[src/rtl/pair_mac_accumulator.sv]
// Pair MAC accumulator: sums unsigned a*b products over a frame
// and presents sum, beat count and overflow on a registered output.
module pair_mac_accumulator #(
  parameter int DATA_W  = 8,
  parameter int ACC_W   = 24,
  parameter int MAX_LEN = 255,
  parameter int CNT_W   = 8
) (
  input  logic              clk,
  input  logic              rst,
  input  logic              in_valid,
  output logic              in_ready,
  input  logic [DATA_W-1:0] in_a,
  input  logic [DATA_W-1:0] in_b,
  input  logic              in_last,
  output logic              out_valid,
  input  logic              out_ready,
  output logic [ACC_W-1:0]  out_data,
  output logic [CNT_W-1:0]  out_count,
  output logic              out_overflow
);

  typedef enum logic [1:0] {
    IDLE,
    ACC,
    HOLD
  } state_t;

  state_t state_q, state_d;

  logic [ACC_W-1:0] acc_q, acc_d;
  logic [CNT_W-1:0] cnt_q, cnt_d;
  logic             ovf_q, ovf_d;
  logic [ACC_W-1:0] odata_q, odata_d;
  logic [CNT_W-1:0] ocnt_q, ocnt_d;
  logic             oovf_q, oovf_d;
  logic             ovld_q, ovld_d;

  logic [2*DATA_W-1:0] prod;
  logic [ACC_W-1:0]    prod_ext;
  logic [ACC_W:0]      sum;
  logic                beat;
  logic                first;
  logic [ACC_W-1:0]    acc_nx;
  logic [CNT_W-1:0]    cnt_nx;
  logic                ovf_nx;
  logic                close;

  assign in_ready = !rst && (state_q != HOLD);
  assign beat     = in_valid && in_ready;

  assign prod     = in_a * in_b;
  assign prod_ext = ACC_W'(prod);
  assign sum      = {1'b0, acc_q} + {1'b0, prod_ext};

  // Values the frame would hold after accepting this beat
  assign first  = (state_q == IDLE);
  assign acc_nx = first ? prod_ext : sum[ACC_W-1:0];
  assign cnt_nx = first ? CNT_W'(1) : cnt_q + CNT_W'(1);
  assign ovf_nx = first ? 1'b0 : (ovf_q | sum[ACC_W]);
  assign close  = in_last || (cnt_nx == CNT_W'(MAX_LEN));

  // Next-state and result capture
  always_comb begin
    state_d = state_q;
    acc_d   = acc_q;
    cnt_d   = cnt_q;
    ovf_d   = ovf_q;
    odata_d = odata_q;
    ocnt_d  = ocnt_q;
    oovf_d  = oovf_q;
    ovld_d  = ovld_q;
    unique case (state_q)
      IDLE, ACC: begin
        if (beat) begin
          acc_d = acc_nx;
          cnt_d = cnt_nx;
          ovf_d = ovf_nx;
          if (close) begin
            odata_d = acc_nx;
            ocnt_d  = cnt_nx;
            oovf_d  = ovf_nx;
            ovld_d  = 1'b1;
            state_d = HOLD;
          end else begin
            state_d = ACC;
          end
        end
      end
      HOLD: begin
        if (out_ready) begin
          ovld_d  = 1'b0;
          state_d = IDLE;
        end
      end
      default: state_d = IDLE;
    endcase
  end

  // State and output registers with synchronous reset
  always_ff @(posedge clk) begin
    if (rst) begin
      state_q <= IDLE;
      acc_q   <= '0;
      cnt_q   <= '0;
      ovf_q   <= 1'b0;
      odata_q <= '0;
      ocnt_q  <= '0;
      oovf_q  <= 1'b0;
      ovld_q  <= 1'b0;
    end else begin
      state_q <= state_d;
      acc_q   <= acc_d;
      cnt_q   <= cnt_d;
      ovf_q   <= ovf_d;
      odata_q <= odata_d;
      ocnt_q  <= ocnt_d;
      oovf_q  <= oovf_d;
      ovld_q  <= ovld_d;
    end
  end

  assign out_valid    = ovld_q;
  assign out_data     = odata_q;
  assign out_count    = ocnt_q;
  assign out_overflow = oovf_q;

endmodule
[config.mk]
export PLATFORM = sky130hd
export DESIGN_NAME = pair_mac_accumulator
export DESIGN_NICKNAME = d
export VERILOG_FILES = /design/src/rtl/pair_mac_accumulator.sv
export SDC_FILE = /design/constraint.sdc
export NUM_CORES = 1
export LEC_CHECK = 0
export CELL_PAD_IN_SITES_DETAIL_PLACEMENT = 1
export CELL_PAD_IN_SITES_GLOBAL_PLACEMENT = 2
export CORE_MARGIN = 2
export CORE_UTILIZATION = 29
export CTS_CLUSTER_DIAMETER = 200
export DETAILED_ROUTE_END_ITERATION = 10
export GPL_TIMING_DRIVEN = 0
export MAX_ROUTING_LAYER = met4
export PLACE_DENSITY = 0.71
export SYNTH_ARGS = -nofsm -noshare
export SYNTH_HDL_FRONTEND = slang
export SYNTH_SLANG_ARGS = --single-unit
export TNS_END_PERCENT = 50
[constraint.sdc]
create_clock -name clk -period 21.1 [get_ports clk]
set_clock_uncertainty 0.2 [all_clocks]
set_input_delay 4.22 -clock clk [delete_from_list [all_inputs] [get_ports clk]]
set_output_delay 4.22 -clock clk [all_outputs]
set_load 0.01 [all_outputs]
==> results.toml <==
[global_route]
grt_max_degree = 13
use_met2 = 0.322
gr-usage-met3 = 0.0260
grt_remaining_overflow = 0
antenna_found_initial = 0
grt_use_total = 0.187
grt_pass1_wl_um = 31700
grt-busiest-layer = "met2"
grtUsageMet1 = 0.233
first_global_vias = 6013

[critical_path]
cp.depth = 5
path_cells = "clkdlybuf4s50_1 > clkbuf_1 > clkbuf_1 > nor2_1 > clkdlybuf4s50_1"
crit_end = "in_ready"
slowest_stage = "clkdlybuf4s50_1"
cp_top_family = "buffers and inverters"
rrSetupSlack_ns = 18.08
r2r-end = "acc_q[14]"
crit_type = "in -> out"
cp.arrival_ns = 6.37
critPathMaxFanout = 10
worst-path-buf-inv = 4
cp_slowest_stage_delay_ns = 0.68
cp-start-kind = "input pin"
end_kind = "output pin"
reg2reg_depth = 9
critPathLaunch = "rst"
rr_startpoint = "acc_q[0]"
worstPathRequired_ns = 16.68

[logic_synthesis]
synthMuxAreaShare = 0.0147
netlist.top_cell.by_area = "dfxtp_1"
synthCells = 748
syn_avg_cell_area_um2 = 8.17
yosys.area_share.adder = 0.234
synthArstFlopShare = 0
synth_cell_types = 59
synthFlopType = "dfxtp_1"
synth_fp_nets = 861
synth_top_area_frac = 0.226
synth_top_family_by_area = "adder cells"
synth_xor_xnor_area_share = 0.0502
synth-compound-area-share = 0.190
ys_seq_area_frac = 0.226
netlist_area_um2 = 6110
yosys_warnings = 0
ys_top_cells_by_area = "dfxtp_1 23%, fa_1 12%, ha_1 11%"
yosys.area_share.simple = 0.228
ys_ff_latch = 69
synth_edf_count = 0

[clock_tree]
clock_path_buffers = 2
cts_root_buffer = "clkbuf_16"
clk_pin_slew_ns = 0.05
cts_tree = "built"
cts_resized = 0
cts-buffers-inserted = 9
htree_levels = 3
cts_setup_buffers = 0
ctsHoldBuffers = 0
clk_latency_ns = 0.35
cts.sink_count = 69

[cells_and_area]
mostFrequentLayoutCell = "nand2_1"
nNetsFinal = 927
area_delta_synth_final_pct = 20.6
layout-drive-gt1-share = 0.0488
finish.utilization = 0.354
n_antenna_cell = 0
final_cell_mix = "77 x nand2_1, 72 x nor2_1, 69 x dfxtp_1"

[placement]
hpwl_um = 15200
gp_congestion = 0.828
portBuffers = 55

[route]
wl_um = 19300
wl_per_cell_um = 17.6
ant_nets = 0
vias = 5519
drc_errors = 0
drtIter0Drc = 132
drt_first_pass_iters = 4
routed_via_density = 5.04

[pwr]
p_seq_frac = 0.171
power_frac_comb = 0.611
irDropWorstVdd_v = 0.0000511
intPower_mw = 0.461
power_density_nw_per_um2 = 118
switchingPower_mw = 0.408
p_sw_frac = 0.469
leakagePower_nw = 3.00
clockPowerShare = 0.218

[timing]
max-slew-margin-rel = 0.298
setup_violations = 0
hold_viol_final = 0
rsz0062_at_grt = "false"
fin_crit_sh = 0.512
max_clock_freq_mhz = 92.6
tightest_slew_ns = 1.04
slew_viol_final = 0
fin_crit_ns = 10.79
final.setup.tns_ns = 0

[floorplan]
initial_core_util = 0.293
dieHeight_um = 149
rows = 53
core_um2 = 20800
die_x_um = 149
ios = 56
die-area_um2 = 22200

[status]
outcome = "finished, final reports clean"

[run]
cap_violations = 0

[min_path]
hold_path.class = "reg -> reg"
==> how the worst min path moves through the flow <==
| stage | startpoint | to | slack (ns) | cells after the start |
|---|---|---|---|---|
| floorplan | acc_q[7] | acc_q[7] | 0.24 | 2 |
| global placement | out_data[20] | out_data[20] | 0.24 | 2 |
| detailed placement | out_data[20] | out_data[20] | 0.25 | 2 |
| CTS | out_data[20] | out_data[20] | 0.26 | 2 |
| global route | out_data[20] | out_data[20] | 0.28 | 2 |
| finish | out_data[20] | out_data[20] | 0.25 | 2 |
==> power by group through the flow <==
| stage | Sequential (mW) | Combinational [mW] | Clock (mW) |
|---|---|---|---|
| after CTS | 0.149 | 0.533 | 0.192 |
| after global placement | 0.151 | 0.513 | 0 |
| after global routing | 0.150 | 0.598 | 0.198 |
| final | 0.149 | 0.531 | 0.190 |
| after detailed placement | 0.152 | 0.529 | 0 |
| after floorplan | 0.149 | 0.393 | 0 |
==> worst register-to-register path, stage by stage (launching register included) <==
cell and delay (ns):
dfxtp_1 0.31, ha_1 0.23, fa_1 0.44, a211oi_1 0.28, nor2_1 0.13, a21oi_1 0.51
o31ai_1 0.21, xor2_1 0.17, mux2i_1 0.27, a211oi_1 0.13
==> metal layers <==
metal	wire length, µm	share of wire
met1	8960	0.47
met2	9530	0.50
met3	465	0.024
met4	293	0.015
met5	0	0
==> metrics by stage <==
step	total power, mW	setup slack [ns]	cell area [µm²]	hold WS, ns	instances
4_1_cts	0.874	10.29	7370	0.257	1094
3_5_place_dp	0.680	10.08	7000	0.249	1078
3_3_place_gp	0.664	10.17	7000	0.237	1078
6_report	0.869	10.31	7370	0.251	1094
5_1_grt	0.946	9.96	7370	0.282	1094
2_1_floorplan	0.542	11.36	6110	0.241	748
==> kinds of logic (layout without fill, tap and decap cells) <==
logic type	count (synthesis)	in the layout
fa+ha+maj	92	92
simple gates	275	275
buf+inv	88	159
xor+xnor	35	35
flops	69	69
compound gates	180	180
mux	9	9
==> flip-flops by register name, indices dropped and copies added (netlist names) <==
name          cells
out_valid         1
out_count         8
ovf_q             1
out_data         24
acc_q            24
cnt_q             8
state_q           2
out_overflow      1
==> cell usage after synthesis (5+ instances only) <==
| cell type | number |
|---|---|
| nand3b_1 | 5 |
| nand2_1 | 77 |
| and2_1 | 55 |
| dfxtp_1 | 69 |
| a31oi_1 | 6 |
| xor2_1 | 16 |
| o21a_1 | 6 |
| and3_1 | 6 |
| nor3_1 | 12 |
| a21oi_1 | 59 |
| o21ai_0 | 32 |
| nand3_1 | 12 |
| o21ai_1 | 8 |
| buf_2 | 8 |
| o31ai_1 | 5 |
| mux2i_1 | 9 |
| ha_1 | 55 |
| clkbuf_1 | 18 |
| fa_1 | 37 |
| nand2b_1 | 9 |
| or4_1 | 5 |
| nor2_1 | 72 |
| a211oi_1 | 27 |
| o21bai_1 | 6 |
| xnor2_1 | 19 |
| inv_1 | 56 |
==> cell type report <==
| type | instances | area [µm²] |
|---|---|---|
| plain buffers | 32 | 138 |
| well taps | 275 | 344 |
| multi-input cells | 591 | 4380 |
| clock buffers | 9 | 225 |
| repair buffers | 55 | 551 |
| fillers | 2481 | 13500 |
| inverters | 56 | 210 |
| clock inverters | 7 | 138 |
| flip-flops and latches | 69 | 1380 |
Power figures use the tool's default switching activity.
